### src/rtl/fighter_action_arbiter_if.sv
// ---------------------------------------------------------------------------
// fighter_action_arbiter_if
// Bundles the per-fighter control inputs (decoded key, motion permissions,
// hit report) and the registered animation outputs of the action arbiter.
//
//   keycode        8  current key code from the keyboard decoder
//   move_right     1  boundary logic permits rightward motion
//   move_left      1  boundary logic permits leftward motion
//   hit_stun       1  collision logic reports a hit (level, sampled per tick)
//   action         3  0 idle, 1 run, 2 punch, 3 kick, 4 block, 5 stun
//   sprite_idx     3  frame within the action, 0 when idle/cooldown
//   attack_active  1  strike frame of a punch or kick
//   busy           1  fighter is in a key-immune state
//   facing         1  0 right, 1 left
//
// master: the side driving requests (game logic / testbench)
// slave : the arbiter itself
// ---------------------------------------------------------------------------
interface fighter_action_arbiter_if;
    logic [7:0] keycode;
    logic       move_right;
    logic       move_left;
    logic       hit_stun;
    logic [2:0] action;
    logic [2:0] sprite_idx;
    logic       attack_active;
    logic       busy;
    logic       facing;

    modport master (
        output keycode, move_right, move_left, hit_stun,
        input  action, sprite_idx, attack_active, busy, facing
    );

    modport slave (
        input  keycode, move_right, move_left, hit_stun,
        output action, sprite_idx, attack_active, busy, facing
    );
endinterface

### src/rtl/fighter_action_arbiter.sv
// ---------------------------------------------------------------------------
// fighter_action_arbiter
// Decides which animation owns the fighter sprite on every video frame tick:
// idle, run, punch, kick, block or hit-stun, with a post-attack cooldown.
// Keyboard requests are arbitrated against non-preemptible attacks and an
// externally forced stun; the sprite frame index advances once every
// HOLD_FRAMES ticks.
//
// Ports
//   i_frame_clk  sole clock, one tick per video frame
//   i_reset_n    asynchronous, active-low reset
//   io_bus       fighter_action_arbiter_if.slave (requests in, outputs out)
//
// Every output is a register loaded from the next-state decode, so the
// sprite address generator sees glitch-free values.
// ---------------------------------------------------------------------------
module fighter_action_arbiter #(
    parameter int HOLD_FRAMES    = 11,
    parameter int RUN_FRAMES     = 4,
    parameter int PUNCH_FRAMES   = 3,
    parameter int KICK_FRAMES    = 4,
    parameter int COOLDOWN_TICKS = 8,
    parameter int STUN_TICKS     = 22
) (
    input  logic                      i_frame_clk,
    input  logic                      i_reset_n,
    fighter_action_arbiter_if.slave   io_bus
);

    // Counters share one width, large enough for the longest terminal count.
    localparam int MAX_A   = (HOLD_FRAMES > COOLDOWN_TICKS) ? HOLD_FRAMES : COOLDOWN_TICKS;
    localparam int MAX_CNT = (MAX_A > STUN_TICKS) ? MAX_A : STUN_TICKS;
    localparam int CNT_W   = $clog2(MAX_CNT + 1);

    localparam logic [CNT_W-1:0] HOLD_LAST = CNT_W'(HOLD_FRAMES - 1);
    localparam logic [CNT_W-1:0] COOL_LAST = CNT_W'(COOLDOWN_TICKS - 1);
    localparam logic [CNT_W-1:0] STUN_LAST = CNT_W'(STUN_TICKS - 1);
    localparam logic [2:0]       RUN_LAST  = 3'(RUN_FRAMES);
    localparam logic [2:0]       PUNCH_LAST = 3'(PUNCH_FRAMES);
    localparam logic [2:0]       KICK_LAST = 3'(KICK_FRAMES);

    localparam logic [7:0] KEY_RIGHT = 8'h07;
    localparam logic [7:0] KEY_LEFT  = 8'h04;
    localparam logic [7:0] KEY_PUNCH = 8'h0D;
    localparam logic [7:0] KEY_KICK  = 8'h0E;
    localparam logic [7:0] KEY_BLOCK = 8'h16;

    typedef enum logic [2:0] {
        S_IDLE,
        S_RUN,
        S_PUNCH,
        S_KICK,
        S_BLOCK,
        S_STUN,
        S_COOLDOWN
    } state_t;

    state_t           r_state;
    logic [CNT_W-1:0] r_hold;
    logic [CNT_W-1:0] r_tcnt;
    logic [2:0]       r_idx;
    logic             r_facing;
    logic [2:0]       r_action;
    logic             r_attack;
    logic             r_busy;

    state_t           w_state_next;
    logic [CNT_W-1:0] w_hold_next;
    logic [CNT_W-1:0] w_tcnt_next;
    logic [2:0]       w_idx_next;
    logic             w_facing_next;
    logic [2:0]       w_action_next;
    logic             w_attack_next;
    logic             w_busy_next;
    logic [2:0]       w_attack_last;

    logic w_key_right;
    logic w_key_left;
    logic w_run_req;

    assign w_key_right = (io_bus.keycode == KEY_RIGHT);
    assign w_key_left  = (io_bus.keycode == KEY_LEFT);
    // A direction key only starts/continues a run if the boundary allows it.
    assign w_run_req   = (w_key_right && io_bus.move_right) ||
                         (w_key_left  && io_bus.move_left);

    // -----------------------------------------------------------------------
    // State, counters and registered outputs
    // -----------------------------------------------------------------------
    always_ff @(posedge i_frame_clk or negedge i_reset_n) begin
        if (!i_reset_n) begin
            r_state  <= S_IDLE;
            r_hold   <= '0;
            r_tcnt   <= '0;
            r_idx    <= '0;
            r_facing <= 1'b0;
            r_action <= '0;
            r_attack <= 1'b0;
            r_busy   <= 1'b0;
        end else begin
            r_state  <= w_state_next;
            r_hold   <= w_hold_next;
            r_tcnt   <= w_tcnt_next;
            r_idx    <= w_idx_next;
            r_facing <= w_facing_next;
            r_action <= w_action_next;
            r_attack <= w_attack_next;
            r_busy   <= w_busy_next;
        end
    end

    // -----------------------------------------------------------------------
    // Next-state logic: hit_stun > busy continuation > punch > kick > block
    // > run > idle.
    // -----------------------------------------------------------------------
    always_comb begin
        w_state_next  = r_state;
        w_hold_next   = r_hold;
        w_tcnt_next   = r_tcnt;
        w_idx_next    = r_idx;
        w_facing_next = r_facing;
        w_attack_last = (r_state == S_PUNCH) ? PUNCH_LAST : KICK_LAST;

        if (io_bus.hit_stun) begin
            // A hit in any state (including an ongoing stun) restarts the stun;
            // a simultaneous attack key is simply dropped.
            w_state_next = S_STUN;
            w_tcnt_next  = '0;
            w_hold_next  = '0;
            w_idx_next   = 3'd1;
        end else begin
            case (r_state)
                S_IDLE, S_RUN, S_BLOCK: begin
                    // Facing follows the direction key even when blocked by a wall.
                    if (w_key_right) begin
                        w_facing_next = 1'b0;
                    end else if (w_key_left) begin
                        w_facing_next = 1'b1;
                    end

                    w_tcnt_next = '0;
                    if (io_bus.keycode == KEY_PUNCH) begin
                        w_state_next = S_PUNCH;
                        w_idx_next   = 3'd1;
                        w_hold_next  = '0;
                    end else if (io_bus.keycode == KEY_KICK) begin
                        w_state_next = S_KICK;
                        w_idx_next   = 3'd1;
                        w_hold_next  = '0;
                    end else if (io_bus.keycode == KEY_BLOCK) begin
                        w_state_next = S_BLOCK;
                        w_idx_next   = 3'd1;
                        w_hold_next  = '0;
                    end else if (w_run_req) begin
                        w_state_next = S_RUN;
                        if (r_state == S_RUN) begin
                            // Continuing run (either direction) keeps the cycle phase.
                            if (r_hold == HOLD_LAST) begin
                                w_hold_next = '0;
                                w_idx_next  = (r_idx == RUN_LAST) ? 3'd1 : r_idx + 3'd1;
                            end else begin
                                w_hold_next = r_hold + 1'b1;
                            end
                        end else begin
                            w_idx_next  = 3'd1;
                            w_hold_next = '0;
                        end
                    end else begin
                        w_state_next = S_IDLE;
                        w_idx_next   = '0;
                        w_hold_next  = '0;
                    end
                end

                S_PUNCH, S_KICK: begin
                    if (r_hold == HOLD_LAST) begin
                        w_hold_next = '0;
                        if (r_idx == w_attack_last) begin
                            w_state_next = S_COOLDOWN;
                            w_idx_next   = '0;
                            w_tcnt_next  = '0;
                        end else begin
                            w_idx_next = r_idx + 3'd1;
                        end
                    end else begin
                        w_hold_next = r_hold + 1'b1;
                    end
                end

                S_COOLDOWN: begin
                    if (r_tcnt == COOL_LAST) begin
                        w_state_next = S_IDLE;
                        w_tcnt_next  = '0;
                    end else begin
                        w_tcnt_next = r_tcnt + 1'b1;
                    end
                end

                S_STUN: begin
                    if (r_tcnt == STUN_LAST) begin
                        w_state_next = S_IDLE;
                        w_idx_next   = '0;
                        w_tcnt_next  = '0;
                    end else begin
                        w_tcnt_next = r_tcnt + 1'b1;
                    end
                end

                default: begin
                    w_state_next = S_IDLE;
                    w_idx_next   = '0;
                    w_hold_next  = '0;
                    w_tcnt_next  = '0;
                end
            endcase
        end
    end

    // -----------------------------------------------------------------------
    // Output decode of the next state, loaded into the output registers.
    // -----------------------------------------------------------------------
    always_comb begin
        w_action_next = 3'd0;
        w_attack_next = 1'b0;
        w_busy_next   = 1'b0;
        case (w_state_next)
            S_RUN:   w_action_next = 3'd1;
            S_PUNCH: begin
                w_action_next = 3'd2;
                w_busy_next   = 1'b1;
                w_attack_next = (w_idx_next == 3'd2);
            end
            S_KICK: begin
                w_action_next = 3'd3;
                w_busy_next   = 1'b1;
                w_attack_next = (w_idx_next == 3'd3);
            end
            S_BLOCK: w_action_next = 3'd4;
            S_STUN: begin
                w_action_next = 3'd5;
                w_busy_next   = 1'b1;
            end
            S_COOLDOWN: w_busy_next = 1'b1;
            default: ;
        endcase
    end

    assign io_bus.action        = r_action;
    assign io_bus.sprite_idx    = r_idx;
    assign io_bus.attack_active = r_attack;
    assign io_bus.busy          = r_busy;
    assign io_bus.facing        = r_facing;

endmodule

### src/flat_wrapper.sv
// flat-port wrapper written by rule: the top's interface ports become plain ports
module fighter_action_arbiter_flat 
#(
    parameter int HOLD_FRAMES    = 11,
    parameter int RUN_FRAMES     = 4,
    parameter int PUNCH_FRAMES   = 3,
    parameter int KICK_FRAMES    = 4,
    parameter int COOLDOWN_TICKS = 8,
    parameter int STUN_TICKS     = 22
)
  (i_frame_clk, i_reset_n, io_bus_keycode, io_bus_move_right, io_bus_move_left, io_bus_hit_stun, io_bus_action, io_bus_sprite_idx, io_bus_attack_active, io_bus_busy, io_bus_facing);
  fighter_action_arbiter_if io_bus_i ();
  input  logic i_frame_clk;
  input  logic i_reset_n;
  input wire logic [$bits(io_bus_i.keycode)-1:0] io_bus_keycode;
  input wire logic [$bits(io_bus_i.move_right)-1:0] io_bus_move_right;
  input wire logic [$bits(io_bus_i.move_left)-1:0] io_bus_move_left;
  input wire logic [$bits(io_bus_i.hit_stun)-1:0] io_bus_hit_stun;
  output wire logic [$bits(io_bus_i.action)-1:0] io_bus_action;
  output wire logic [$bits(io_bus_i.sprite_idx)-1:0] io_bus_sprite_idx;
  output wire logic [$bits(io_bus_i.attack_active)-1:0] io_bus_attack_active;
  output wire logic [$bits(io_bus_i.busy)-1:0] io_bus_busy;
  output wire logic [$bits(io_bus_i.facing)-1:0] io_bus_facing;
  assign io_bus_i.keycode = io_bus_keycode;
  assign io_bus_i.move_right = io_bus_move_right;
  assign io_bus_i.move_left = io_bus_move_left;
  assign io_bus_i.hit_stun = io_bus_hit_stun;
  assign io_bus_action = io_bus_i.action;
  assign io_bus_sprite_idx = io_bus_i.sprite_idx;
  assign io_bus_attack_active = io_bus_i.attack_active;
  assign io_bus_busy = io_bus_i.busy;
  assign io_bus_facing = io_bus_i.facing;
  fighter_action_arbiter #(.HOLD_FRAMES(HOLD_FRAMES), .RUN_FRAMES(RUN_FRAMES), .PUNCH_FRAMES(PUNCH_FRAMES), .KICK_FRAMES(KICK_FRAMES), .COOLDOWN_TICKS(COOLDOWN_TICKS), .STUN_TICKS(STUN_TICKS)) u_core (.i_frame_clk(i_frame_clk), .i_reset_n(i_reset_n), .io_bus(io_bus_i));
endmodule
### config.mk
export PLATFORM = sky130hd
export DESIGN_NAME = fighter_action_arbiter_flat
export DESIGN_NICKNAME = d
export VERILOG_FILES = /design/src/rtl/fighter_action_arbiter_if.sv /design/src/rtl/fighter_action_arbiter.sv /design/src/flat_wrapper.sv
export SDC_FILE = /design/constraint.sdc
export NUM_CORES = 1
export LEC_CHECK = 0
export CAP_MARGIN = 0
export CORE_MARGIN = 2
export CORE_UTILIZATION = 55
export CTS_BUF_LIST = sky130_fd_sc_hd__clkbuf_8
export CTS_CLUSTER_DIAMETER = 30
export CTS_CLUSTER_SIZE = 28
export DETAILED_ROUTE_END_ITERATION = 16
export PLACE_DENSITY = 0.92
export SLEW_MARGIN = 25
export SYNTH_ARGS = -nofsm -noshare
export SYNTH_HDL_FRONTEND = slang
export SYNTH_SLANG_ARGS = --single-unit
### constraint.sdc
create_clock -name i_frame_clk -period 2.25 [get_ports i_frame_clk]
set_clock_uncertainty 0.1 [all_clocks]
set_input_delay 0.3375 -clock i_frame_clk [delete_from_list [all_inputs] [get_ports i_frame_clk]]
set_output_delay 0.3375 -clock i_frame_clk [all_outputs]
set_load 0.05 [all_outputs]
* Word level (Yosys, flattened, before mapping) *
Cells that the tools add are included.

storage, ports and cells
  register bits after elaboration = 22
  input port bits = 13
  output and inout port bits = 9
  word-level logic and storage cells = 92

cells by class
  add/subtract/negate cells = 3
  equality and inequality tests = 27
  multiplexer cells = 42
  bitwise gates (word level) = 1
  reductions and logical operators = 11

operators by type and width
  cell                 count
  $mux 3               20
  $mux 5               12
  $pmux 5 s3           2
  $pmux 3 s4           2
  $eq 3x3->1 const B   7
  $eq 3x2->1 const B   6
  $eq 8x3->1 const B   2
  $eq 8x4->1 const B   2
  $pmux 3 s5           1
  $add 5x1->5 const B  2
  $eq 8x5->1 const B   1
  $eq 3x1->1 const B   2
  $ne 3x2->1 const B   2
  $eq 5x3->1 const B   1
  $eq 5x4->1 const B   1
  $eq 5x5->1 const B   1
  $mux 1               4
  $reduce_or 2->1      2
  $reduce_or 4->1      1
  $add 3x1->3 const B  1
  $eq 3x3->1           1
  $logic_not 3->1      1
  $reduce_and 3->1     1
  $reduce_or 3->1      1
  7 further kinds      8

* Depth between registers and ports, before layout *
Gate-level depths: netlist of the first run.

  word-level depth = 12
  mapped depth = 9
  depth with buffers taken out = 8

* Worst setup path after synthesis of the first run *
Ideal clock, no wire load.

  path kind = register -> register
  start = reg u_core.r_idx[0], in the netlist u_core.io_bus.sprite_idx[0]
  end = reg u_core.r_attack, in the netlist u_core.io_bus.attack_active
  library setup time = 0.096 ns
  data arrival time = 1.930 ns
  data required time = 2.054 ns
  path slack = 0.124 ns
  cell stages (with the launch flop) = 9
  path buffers = 0
  period minus slack after synthesis = 2.126 ns
  cells stage by stage = dfrtp_1 inv_1 ha_1 a21boi_0 mux2_1 a211o_1 o211ai_2 a21oi_1 nor4_2

between the ends
  word-level cells in the longest chain between the ends = 12
  elaborated cells between the ends (all ways) = 24
  those cells by class = 1 x add/sub; 6 x eq/ne; 17 x mux

RTL lines
  what                                       RTL line                                                      RTL
  start: declaration                         fighter_action_arbiter.sv:61                                  logic [2:0] r_idx;
  start signal: assignment                   fighter_action_arbiter.sv:104                                 r_idx <= w_idx_next;
  $add 3x1->3 or $eq 3x3->1 (tied branches)  fighter_action_arbiter.sv:160, fighter_action_arbiter.sv:183
  $mux 3                                     fighter_action_arbiter.sv:160                                 w_idx_next = (r_idx == RUN_LAST) ? 3'd1 : r_idx + 3'd1;
  $mux 3                                     fighter_action_arbiter.sv:158                                 if (r_hold == HOLD_LAST) begin
  $mux 3                                     fighter_action_arbiter.sv:156                                 if (r_state == S_RUN) begin
  $mux 3                                     fighter_action_arbiter.sv:154                                 end else if (w_run_req) begin
  $mux 3                                     fighter_action_arbiter.sv:150                                 end else if (io_bus.keycode == KEY_BLOCK) begin
  $mux 3                                     fighter_action_arbiter.sv:146                                 end else if (io_bus.keycode == KEY_KICK) begin
  $mux 3                                     fighter_action_arbiter.sv:142                                 if (io_bus.keycode == KEY_PUNCH) begin
  $pmux 3 s4 *                               fighter_action_arbiter.sv:132                                 case (r_state)
  $mux 3 *                                   fighter_action_arbiter.sv:124                                 if (io_bus.hit_stun) begin
  via u_core.w_idx_next[0]                   fighter_action_arbiter.sv:70                                  logic [2:0] w_idx_next;
  $eq 3x2->1, on equally long branches       fighter_action_arbiter.sv:236, fighter_action_arbiter.sv:231
  $pmux 1 s2 *                               fighter_action_arbiter.sv:226                                 case (w_state_next)
  via u_core.w_attack_next                   fighter_action_arbiter.sv:73                                  logic w_attack_next;
  end signal: assignment                     fighter_action_arbiter.sv:107                                 r_attack <= w_attack_next;
  end: declaration                           fighter_action_arbiter.sv:64                                  logic r_attack;

Mark *: on every way through the listed nets, which the timed path passes. The rest lies on a longest branch.
A chain may end at the register's enable or synchronous reset.

* Worst setup path in the final report of the first run *
  start = in io_bus_keycode[1]
  end = reg u_core.r_hold[3]

between the ends
  word-level cells in the longest chain between the ends = 9
  elaborated cells between the ends (all ways) = 14
  those cells by class = 5 x eq/ne; 6 x mux; 3 x reduce/logical

RTL lines
  what                                         RTL line                                                    RTL
  start: declaration                           flat_wrapper.sv:15                                          input wire logic [$bits(io_bus_i.keycode)-1:0] io_bus_keycode;
  $eq 8x3->1, on equally long branches         fighter_action_arbiter.sv:81, fighter_action_arbiter.sv:82
  $logic_and 1x1->1, on equally long branches  fighter_action_arbiter.sv:84, fighter_action_arbiter.sv:85
  $logic_or 1x1->1                             fighter_action_arbiter.sv:84                                assign w_run_req = (w_key_right && io_bus.move_right) ||
  $mux 5                                       fighter_action_arbiter.sv:154
  $mux 5                                       fighter_action_arbiter.sv:150
  $mux 5                                       fighter_action_arbiter.sv:146
  $mux 5 *                                     fighter_action_arbiter.sv:142
  $pmux 5 s3 *                                 fighter_action_arbiter.sv:132
  $mux 5 *                                     fighter_action_arbiter.sv:124
  end signal: assignment                       fighter_action_arbiter.sv:102                               r_hold <= w_hold_next;
  end: declaration                             fighter_action_arbiter.sv:59                                logic [CNT_W-1:0] r_hold;

Mark *: on every way between the ends. The rest lies on a longest branch, timed or not.

==> qor.csv, run 1 <==
stage;metric;value;unit
yosys;postSynthNetCount;180;
routing;wirelength;3328;um
yosys;synthDistinctLibCells;52;
worst_setup_path;startpoint;io_bus_keycode[1];
yosys;syn_inst;161;
finish;commonest_non_fill_non_tap_cell_in_the_layout;sky130_fd_sc_hd__dfrtp_1;
floorplan;core_outline_area;0.002522;mm^2
timing;layout_worst_path_cycle_share;95.44;%
floorplan;design.die.area;0.003147;mm^2
worst_setup_path;crit_end;u_core.r_hold[3]$_DFFE_PN0P_;
floorplan;io_pins;22;
routing;routed_len_inst;14.79;um
worst_setup_path;worst_stage_delay_on_the_critical_path;0.58;ns
power;finalPower;930.8;uW
routing;detail_route.iter0.violations;53;
status;status;complete, no violations;
routing;vias;1323;
finish;final_layout_size_suffix_gt1_share;17.44;%
global_routing;grt_overflow_total;0;
global_routing;antenna_found_initial;0;
global_routing;grt_start_max_net_pins;23;
routing;drt_pass1_iterations;4;
worst_setup_path;timing.critical_path.depth;7;
cts;clock_insertion_delay_worst_skew;0.26;ns
cts;cts_sinks;22;
finish;layout.cell_area.non_filler;0.001873;mm^2
worst_setup_path;critical_path_class;in2reg;
yosys;ys_warn_count;0;
worst_setup_path;slowest_cell_on_the_critical_path;sky130_fd_sc_hd__clkdlybuf4s50_1;
cts;cts_htree_levels;1;
yosys;synth.cell_area;0.001493;mm^2
routing;route.detailed.vias_per_inst;5.880;
placement;cell_area_after_placement;0.001798;mm^2
worst_hold_path;hold_class;in2async;
worst_setup_path;cpLargestDelayFamily;compound AO/OA/AOI/OAI gates;
finish;fillerInstances;176;
worst_setup_path;cp-end-kind;flop;
cts;cts_tree;built;
worst_setup_path;reg2reg_slack;0.10;ns
yosys;synth-seq-area-share;36.88;%
worst_setup_path;required;2.32;ns
routing;detail_route.drc_violations;0;
global_routing;grt_pass1_vias;1321;
power;leakage;0.0008005;uW
worst_setup_path;rr_worst_depth;8;
placement;pre_cts_slack;-0.1989;ns
worst_setup_path;start_kind;input port;
worst_setup_path;worstPathMaxFanout;8;
timing;timing.slew.headroom;66.66;%
timing;worst_pin_slew;0.4985;ns
timing;final.setup.worst_slack;0.1026;ns
timing;timing_max_transition_violations_final;0;
placement;numPortBuffers;21;
finish;areaGrowthSynthToFinish;25.48;%
finish;final_nets;215;
floorplan;die-width;56.10;um
worst_setup_path;crit_buf_inv;1;
timing;final.setup.tns;0;ns
global_routing;global_route.usage.total;22.76;%
floorplan;placementRows;18;
worst_setup_path;signal_arrival_time_at_the_worst_endpoint;2.21;ns
yosys;avgSynthCellArea;9.271;um^2
worst_setup_path;cp_cell_sequence;clkdlybuf4s50_1 -> and3_2 -> o2111ai_1 -> a2111o_1 -> nor2b_1 -> o21ai_1 -> o31ai_1;
cts;clk_root_buffer_cell;sky130_fd_sc_hd__clkbuf_8;
cts;cts_made_buffers;3;
timing;final_hold_fails;0;
cts;ctsLongestPathBuffers;2;
routing;ant_nets;0;
worst_setup_path;endpoint_of_the_most_critical_register_to_register_path;u_core.io_bus.attack_active$_DFF_PN0_;
yosys;synth-seq-cells;22;
finish;diode_count;0;
power;power.ir.vdd_worst;0.5400;mV
global_routing;first_pass_grt_wire_length;5844;um
timing;clock.fmax;465.7;MHz
cts;cts_hold_buffers;0;
run;max_cap_violations;0;
timing;timing.final.setup_violations;0;
power;power_per_cell_area;497.0;mW/mm^2
floorplan;initial_core_util;59.18;%
worst_setup_path;r2r_start;u_core.r_hold[0]$_DFFE_PN0P_;
finish;final_cell_mix;sky130_fd_sc_hd__dfrtp_1 (22), sky130_fd_sc_hd__clkdlybuf4s50_1 (21), sky130_fd_sc_hd__nor2_1 (15), sky130_fd_sc_hd__buf_4 (15), sky130_fd_sc_hd__nand2_1 (13);
cts;clock_pin_slew_of_the_registers_on_the_worst_case_setup_and_hold_paths;0.08;ns
timing;unrepaired_setup_endpoints_after_global_routing;true;
cts;cts.repair_timing.setup_buffer_count;0;
timing;timing.final.crit_period;2.147;ns
finish;finalCoreUtilization;74.26;%
placement;hpwlAfterDp;2505;um
placement;final_gp_congestion;0.9351;
floorplan;die_h;56.10;um
[metal layers]
metal  GRT usage, %  share of wire, %  vias up
met2          39.16                51       38
li1               -                 -      658
met4          7.483               1.4        0
met5              0                 0        -
met3          2.791               4.6        6
met1          29.54                43      621
[cells in the mapped netlist, drive strengths merged]
| cell | instances | area (um^2) |
|---|---|---|
| a31oi | 2 | 12.51 |
| o21ai | 15 | 75.07 |
| nand2 | 13 | 48.80 |
| nor4bb | 2 | 20.02 |
| clkbuf | 2 | 17.51 |
| or2 | 1 | 6.260 |
| and3 | 3 | 21.27 |
| a211oi | 1 | 12.51 |
| a22oi | 1 | 7.510 |
| dfrtp | 22 | 550.5 |
| nor3 | 3 | 15.01 |
| nor2 | 15 | 56.30 |
| and4bb | 3 | 37.53 |
| and2 | 3 | 20.02 |
| o31ai | 2 | 15.01 |
| a21oi | 4 | 20.02 |
| o22ai | 1 | 6.260 |
| o2111ai | 1 | 8.760 |
| a21o | 5 | 37.54 |
| a22o | 1 | 8.760 |
| a2111o | 1 | 11.26 |
| buf | 4 | 37.53 |
| ha | 6 | 75.07 |
| o211ai | 2 | 20.02 |
| and3b | 1 | 8.760 |
| o21a | 2 | 15.01 |
| mux2i | 1 | 10.01 |
| nand2b | 5 | 31.28 |
| nand3 | 10 | 50.05 |
| inv | 7 | 26.28 |
| and4b | 1 | 10.01 |
| mux2 | 1 | 11.26 |
| nand3b | 2 | 15.01 |
| nand4b | 1 | 8.760 |
| a221oi | 3 | 32.53 |
| a21boi | 2 | 15.02 |
| xor2 | 1 | 8.760 |
| nor4 | 1 | 12.51 |
| nor3b | 3 | 27.52 |
| a211o | 3 | 26.28 |
| nor2b | 3 | 18.77 |
| nor4b | 1 | 23.77 |
[registers in the layout, summed over array words and instances, names as in the netlist]
register	cells
u_core.io_bus.busy	1
u_core.r_state	3
u_core.io_bus.facing	1
u_core.r_tcnt	5
u_core.io_bus.sprite_idx	3
u_core.io_bus.attack_active	1
u_core.io_bus.action	3
u_core.r_hold	5
[report_power, final]
group / total (uW) / switching, uW / internal, uW
logic: 212 / 116 / 96.0
registers: 437 / 25.0 / 412
clock network: 282 / 126 / 156
total: 931 / 267 / 664
[timing repair]
| action | in CTS | in global routing |
|---|---|---|
| resized for setup | 0 | 4 |
| setup endpoints to repair | 0 | 7 |
| hold endpoints to repair | 0 | 0 |
[cell families after synthesis]
group	Yosys count	synth area share, %
buffers and inverters	13	5.448
AOI/OAI and AO/OA	46	21.71
DFF	22	36.88
xor gates and xnor gates	1	0.5869
adders and majority gates	6	5.029
muxes	2	1.425
and+or+nand+nor	71	28.92
[worst min-delay path by stage]
| stage | startpoint | endpoint | slack (ns) | cells after the start |
|---|---|---|---|---|
| 2_1_floorplan | i_reset_n | u_core.io_bus.action[0]$_DFF_PN0_ | -0.06 | 0 |
| 3_3_place_gp | u_core.r_hold[4]$_DFFE_PN0P_ | u_core.r_hold[4]$_DFFE_PN0P_ | 0.36 | 1 |
| 3_5_place_dp | u_core.r_hold[4]$_DFFE_PN0P_ | u_core.r_hold[4]$_DFFE_PN0P_ | 0.38 | 1 |
| 4_1_cts | i_reset_n | u_core.r_tcnt[3]$_DFFE_PN0P_ | 0.32 | 2 |
| 5_1_grt | i_reset_n | u_core.r_hold[0]$_DFFE_PN0P_ | 0.33 | 2 |
| 6_report | i_reset_n | u_core.r_tcnt[3]$_DFFE_PN0P_ | 0.31 | 2 |
[area by class of cell]
type / instances / area [um^2] / area share (%)
multi-input combinational: 126 / 880.8 / 47.03
timing repair buffer: 36 / 322.8 / 17.23
inverter: 7 / 26.28 / 1.403
tap: 30 / 37.54 / 2.004
clock buffer: 4 / 55.05 / 2.939
sequential: 22 / 550.5 / 29.39
[per-stage QoR]
step	instances	hold WS (ns)
floorplan	161	-0.05809
global placement	221	0.3645
detailed placement	221	0.3782
CTS	225	0.3215
global route	225	0.3311
finish	225	0.3105
(Power assumes the default switching activity.)
==> run 2, diff against run 1 <==
--- a/config.mk
+++ b/config.mk
@@ -6,6 +6,7 @@
 export NUM_CORES = 1
 export LEC_CHECK = 0
 export CAP_MARGIN = 0
+export CORE_ASPECT_RATIO = 0.9
 export CORE_MARGIN = 2
 export CORE_UTILIZATION = 55
 export CTS_BUF_LIST = sky130_fd_sc_hd__clkbuf_8
==> run 2 against run 1 <==
Count of clock-buffer cells in the layout decreased by 1; design area increased by 2.2%; final cell count increased by 0.44%; critical path type unchanged; the run now ends with design-rule violations left; sequential share of layout area decreased by 0.57 points.
==> qor.csv, run 2 (same netlist as run 1, synthesis figures left out) <==
stage;metric;value;unit
status;status;finished with violations;
status;violations;design-rule violations;
worst_setup_path;signal_arrival_time_at_the_worst_endpoint;2.28;ns
finish;layout.cell_area.non_filler;0.001914;mm^2
cts;cts_made_buffers;3;
finish;areaGrowthSynthToFinish;28.25;%
cts;cts_tree;built;
cts;cts_htree_levels;1;
finish;diode_count;0;
power;p_comb_share;21.4;%
finish;final_nets;218;
timing;layout_worst_path_cycle_share;98.37;%
floorplan;die-width;58.92;um
worst_setup_path;rr_worst_depth;8;
finish;finalCoreUtilization;76.27;%
floorplan;design.die.area;0.003147;mm^2
global_routing;first_pass_grt_wire_length;5961;um
cts;cts_sinks;22;
worst_setup_path;required;2.32;ns
worst_setup_path;cp-end-kind;flop;
global_routing;antenna_found_initial;0;
placement;numPortBuffers;21;
worst_setup_path;worstPathMaxFanout;5;
global_routing;grt_pass1_vias;1321;
power;power_per_cell_area;531.8;mW/mm^2
cts;clk_root_buffer_cell;sky130_fd_sc_hd__clkbuf_8;
placement;hpwlAfterDp;2734;um
worst_setup_path;start_kind;input port;
worst_setup_path;critical_path_class;in2reg;
floorplan;die_h;53.42;um
global_routing;grt_start_max_net_pins;23;
timing;worst_pin_slew;0.5044;ns
finish;ff_latch_area;551.8;um^2
finish;final_cell_mix;sky130_fd_sc_hd__clkdlybuf4s50_1 (21), sky130_fd_sc_hd__dfrtp_1 (21), sky130_fd_sc_hd__buf_4 (18), sky130_fd_sc_hd__nor2_1 (15), sky130_fd_sc_hd__nand2_1 (13);
floorplan;core_outline_area;0.002510;mm^2
timing;clock.fmax;451.8;MHz
routing;drt_pass1_iterations;11;
power;power.internal;748.9;uW
routing;wirelength;3621;um
timing;timing.final.setup_violations;0;
worst_setup_path;endpoint_of_the_most_critical_register_to_register_path;u_core.io_bus.attack_active$_DFF_PN0_;
global_routing;grt_overflow_total;0;
cts;clock_insertion_delay_worst_skew;0.26;ns
routing;vias;1428;
cts;clock_pin_slew_of_the_registers_on_the_worst_case_setup_and_hold_paths;0.07;ns
finish;final_layout_size_suffix_gt1_share;19.70;%
power;sequentialPowerShare;43.1;%
floorplan;placementRows;17;
placement;cell_area_after_placement;0.001818;mm^2
power;power.ir.vdd_worst;0.4385;mV
timing;final_hold_fails;0;
timing;unrepaired_setup_endpoints_after_global_routing;true;
placement;final_gp_congestion;0.9940;
timing;timing_max_transition_violations_final;0;
routing;route.detailed.vias_per_inst;6.319;
timing;timing.slew.headroom;66.27;%
floorplan;initial_core_util;59.47;%
finish;fillerInstances;170;
timing;timing.final.crit_period;2.213;ns
power;power.share.switching;26.44;%
finish;reg.largest.list;u_core.r_hold (5), u_core.r_tcnt (5);
finish;area_occupied_by_multi_input_gates;884.6;um^2
cts;ctsLongestPathBuffers;2;
timing;final.setup.tns;0;ns
run;max_cap_violations;0;
power;leakage;0.0008216;uW
floorplan;io_pins;22;
worst_hold_path;hold_class;in2async;
worst_setup_path;startpoint;io_bus_keycode[0];
power;clock_power_share;35.5;%
power;switching_power;269.2;uW
cts;cts.repair_timing.setup_buffer_count;0;
worst_setup_path;r2r_start;u_core.r_hold[0]$_DFFE_PN0P_;
global_routing;global_route.usage.total;25.56;%
worst_setup_path;reg2reg_slack;0.07;ns
routing;routed_len_inst;16.02;um
routing;detail_route.iter0.violations;80;
routing;ant_nets;0;
routing;detail_route.drc_violations;1;
-- run 2: power by group through the flow --
stage / logic, uW / clock network, uW / registers, uW
after global routing: 235 / 382 / 442
after global placement: 205 / 0 / 443
after floorplan: 106 / 0 / 462
after CTS: 213 / 368 / 438
final: 217 / 361 / 439
after detailed placement: 212 / 0 / 446
-- run 2: final cells by class --
class / instances / share of cell area (%)
Clock inverter: 1 / 1.569
Clock buffer: 3 / 2.157
Tap cell: 28 / 1.830
Sequential cell: 22 / 28.82
Timing Repair Buffer: 39 / 18.04
Inverter: 7 / 1.373
Multi-Input combinational cell: 126 / 46.21
-- run 2: what timing repair did --
item                       in CTS  in global routing
setup endpoints to repair       0                  7
hold buffers                    0                  0
resized for setup               0                  7
-- run 2: worst max-delay path, cell delays in order --
cell	delay, ns
sky130_fd_sc_hd__clkdlybuf4s50_1	0.51
sky130_fd_sc_hd__buf_4	0.20
sky130_fd_sc_hd__xor2_1	0.17
sky130_fd_sc_hd__a21o_1	0.19
sky130_fd_sc_hd__a221oi_1	0.33
sky130_fd_sc_hd__o211ai_2	0.17
sky130_fd_sc_hd__and3_1	0.23
sky130_fd_sc_hd__nor4_2	0.14
-- run 2: how the worst max path moves through the flow --
stage,cells after the start,slack (ns),to
2_1_floorplan,8,0.12,u_core.io_bus.attack_active$_DFF_PN0_
3_3_place_gp,7,-0.005,u_core.r_hold[4]$_DFFE_PN0P_
3_5_place_dp,5,-0.15,u_core.r_hold[4]$_DFFE_PN0P_
4_1_cts,7,0.01,u_core.io_bus.attack_active$_DFF_PN0_
5_1_grt,7,-0.02,u_core.r_hold[2]$_DFFE_PN0P_
6_report,8,0.04,u_core.io_bus.attack_active$_DFF_PN0_
-- run 2: layer usage --
metal / vias to the layer above / part of all wire (%) / global-route usage [%]
li1: 667 / - / -
met1: 685 / 42 / 30.65
met2: 67 / 50 / 45.37
met3: 9 / 7.3 / 6.112
met4: 0 / 0.97 / 7.197
met5: - / 0 / 0
-- run 2: metrics by stage --
| step | total power [uW] | hold WS [ns] | instances | setup slack, ns |
|---|---|---|---|---|
| after floorplan | 567.7 | -0.05809 | 161 | 0.1240 |
| after global placement | 648.4 | 0.3597 | 222 | -0.005289 |
| after detailed placement | 657.8 | 0.3906 | 222 | -0.1481 |
| after CTS | 1020 | 0.3295 | 226 | 0.01317 |
| after global routing | 1060 | 0.3440 | 226 | -0.01606 |
| final | 1018 | 0.3228 | 226 | 0.03674 |
==> run 3, diff against run 2 <==
--- a/config.mk
+++ b/config.mk
@@ -5,7 +5,6 @@
 export SDC_FILE = /design/constraint.sdc
 export NUM_CORES = 1
 export LEC_CHECK = 0
-export CAP_MARGIN = 0
 export CORE_ASPECT_RATIO = 0.9
 export CORE_MARGIN = 2
 export CORE_UTILIZATION = 55
==> constraint.sdc (replaced) <==
create_clock -name i_frame_clk -period 2.25 [get_ports i_frame_clk]
set_clock_uncertainty 0.1 [all_clocks]
set_input_delay 0.675 -clock i_frame_clk [delete_from_list [all_inputs] [get_ports i_frame_clk]]
set_output_delay 0.675 -clock i_frame_clk [all_outputs]
set_load 0.05 [all_outputs]
==> run 3 against run 2 <==
The flow still finishes with violations (design-rule violations); die area unchanged; combinational power increased by 7%; wire length increased by 9.5%; register-to-register slack about the same.
==> qor.csv, run 3 (same netlist as run 1, synthesis figures left out) <==
stage;metric;value;unit
global_routing;grt_start_max_net_pins;23;
floorplan;io_pins;22;
run;max_cap_violations;0;
cts;ctsLongestPathBuffers;2;
timing;holdWs;0.3801;ns
placement;final_gp_congestion;0.9532;
power;finalPower;916.2;uW
floorplan;placementRows;17;
status;violations;design-rule violations;
worst_setup_path;reg2reg_slack;0.07;ns
worst_setup_path;worstPathMaxFanout;5;
worst_setup_path;r2r_start;u_core.r_hold[0]$_DFFE_PN0P_;
finish;final_nets;221;
worst_setup_path;cp-end-kind;flop;
finish;commonest_non_fill_non_tap_cell_in_the_layout;sky130_fd_sc_hd__buf_4;
routing;drt_pass1_iterations;10;
finish;areaGrowthSynthToFinish;31.10;%
global_routing;antenna_found_initial;0;
routing;met2_wire_len;1908;um
worst_setup_path;required;2.31;ns
finish;diode_count;0;
finish;final_cell_mix;sky130_fd_sc_hd__buf_4 (27), sky130_fd_sc_hd__dfrtp_1 (21), sky130_fd_sc_hd__nor2_1 (13), sky130_fd_sc_hd__nand2_1 (13), sky130_fd_sc_hd__o21ai_0 (12);
cts;clock_pin_slew_of_the_registers_on_the_worst_case_setup_and_hold_paths;0.08;ns
global_routing;grt_overflow_total;0;
floorplan;design.die.area;0.003147;mm^2
floorplan;initial_core_util;59.47;%
routing;routedLengthMet1;1708;um
worst_setup_path;endpoint_of_the_most_critical_register_to_register_path;u_core.io_bus.attack_active$_DFF_PN0_;
global_routing;grt_pass1_vias;1396;
cts;cts_sinks;22;
timing;timing.slew.headroom;67.37;%
routing;met3RoutedLength;262;um
finish;fillerInstances;159;
finish;ff_latch_area;551.8;um^2
floorplan;die-width;58.92;um
worst_setup_path;slowest_cell_on_the_critical_path;sky130_fd_sc_hd__dfrtp_1;
finish;area_occupied_by_multi_input_gates;954.7;um^2
finish;finalCoreUtilization;77.97;%
routing;route.detailed.vias_per_inst;6.272;
cts;clock_insertion_delay_worst_skew;0.26;ns
worst_setup_path;rr_worst_depth;8;
routing;maxUsedRoutingLayer;met4;
worst_hold_path;hold_class;reg2reg;
worst_setup_path;critical_path_class;reg2reg;
routing;routed_len_inst;17.39;um
timing;unrepaired_setup_endpoints_after_global_routing;true;
power;power.ir.vdd_worst;0.3928;mV
timing;timing.final.setup_violations;0;
status;status;finished with violations;
placement;placed_cells;222;
routing;wirelength;3965;um
cts;cts_htree_levels;1;
worst_setup_path;start_kind;flop;
power;power_per_cell_area;468.2;mW/mm^2
timing;timing_max_transition_violations_final;0;
global_routing;first_pass_grt_wire_length;6410;um
routing;detail_route.iter0.violations;131;
finish;reg.largest.list;u_core.r_hold (5), u_core.r_tcnt (5);
floorplan;core_outline_area;0.002510;mm^2
worst_setup_path;cp_cell_sequence;inv_1 -> ha_1 -> and4bb_2 -> mux2_1 -> a211o_1 -> o211ai_2 -> and3_1 -> nor4_2;
timing;worst_pin_slew;0.4879;ns
placement;numPortBuffers;21;
finish;final_layout_size_suffix_gt1_share;30.50;%
global_routing;global_route.usage.total;27.43;%
worst_hold_path;hold-path-cell-count;1;
timing;final_hold_fails;0;
routing;ant_nets;0;
timing;layout_worst_path_cycle_share;96.97;%
finish;layout.cells.non_filler;228;
floorplan;die_h;53.42;um
cts;clk_root_buffer_cell;sky130_fd_sc_hd__clkbuf_8;
timing;final.setup.tns;0;ns
routing;detail_route.drc_violations;1;
worst_hold_path;holdCritStartpoint;u_core.r_hold[4]$_DFFE_PN0P_;
worst_setup_path;signal_arrival_time_at_the_worst_endpoint;2.24;ns
routing;vias;1430;
cts;cts_tree;built;
timing;clock.fmax;458.3;MHz
timing;timing.final.crit_period;2.182;ns
worst_hold_path;hold_crit_endpoint;u_core.r_hold[4]$_DFFE_PN0P_;
cts;cts_hold_buffers;0;
worst_setup_path;worst_stage_delay_on_the_critical_path;0.43;ns
power;leakage;0.0008734;uW
cts;cts_made_buffers;3;
placement;hpwlAfterDp;2701;um
run 3: worst max-delay path: cells and delay by family (launching register included):
family | cells | cell delay (ns)
buffers and inverters | 1 | 0.09
flip-flops | 1 | 0.43
AND/OR/NAND/NOR | 3 | 0.57
multiplexers | 1 | 0.35
AO/OA/AOI/OAI | 2 | 0.41
adder cells (fa/ha/maj) | 1 | 0.15
run 3: layer usage:
layer  vias up  track usage, %
li1        669               -
met1       676           34.14
met2        73           47.22
met3        12           5.623
met4         0           9.091
met5         -               0
run 3: cell type report:
class | count | area share, %
sequential | 22 | 28.20
inverter | 7 | 1.343
timing repair buffer | 42 | 17.77
clock buffer | 3 | 2.110
tap | 28 | 1.790
multi-input combinational | 126 | 48.79
run 3: timing repair:
action,CTS,global route
pin swaps,4,8
resized for setup,13,25
endpoints found under the hold margin,0,0
setup endpoints to repair,7,12
buffers inserted,1,2
run 3: through the flow:
step / cell area, um^2 / setup WS [ns]
global placement: 1813 / -0.3601
floorplan: 1493 / 0.03838
CTS: 1877 / -0.0006539
finish: 1957 / 0.06822
detailed placement: 1813 / -0.4714
global route: 1957 / -0.02013
run 3: where the power goes:
| group | switching, uW | internal, uW | total (uW) |
|---|---|---|---|
| sequential | 27.7 | 412 | 440 |
| combinational | 132 | 100 | 232 |
| clock | 125 | 120 | 244 |
| total | 284 | 632 | 916 |
run 3: worst max-delay path by stage:
stage	startpoint	endpoint	slack (ns)
finish	u_core.r_hold[0]$_DFFE_PN0P_	u_core.io_bus.attack_active$_DFF_PN0_	0.07
CTS	io_bus_keycode[4]	u_core.io_bus.attack_active$_DFF_PN0_	-0.0007
global placement	io_bus_keycode[0]	u_core.r_hold[3]$_DFFE_PN0P_	-0.36
floorplan	io_bus_keycode[5]	u_core.r_hold[3]$_DFFE_PN0P_	0.04
global route	u_core.r_hold[0]$_DFFE_PN0P_	u_core.io_bus.attack_active$_DFF_PN0_	-0.02
detailed placement	io_bus_keycode[0]	u_core.r_hold[3]$_DFFE_PN0P_	-0.47
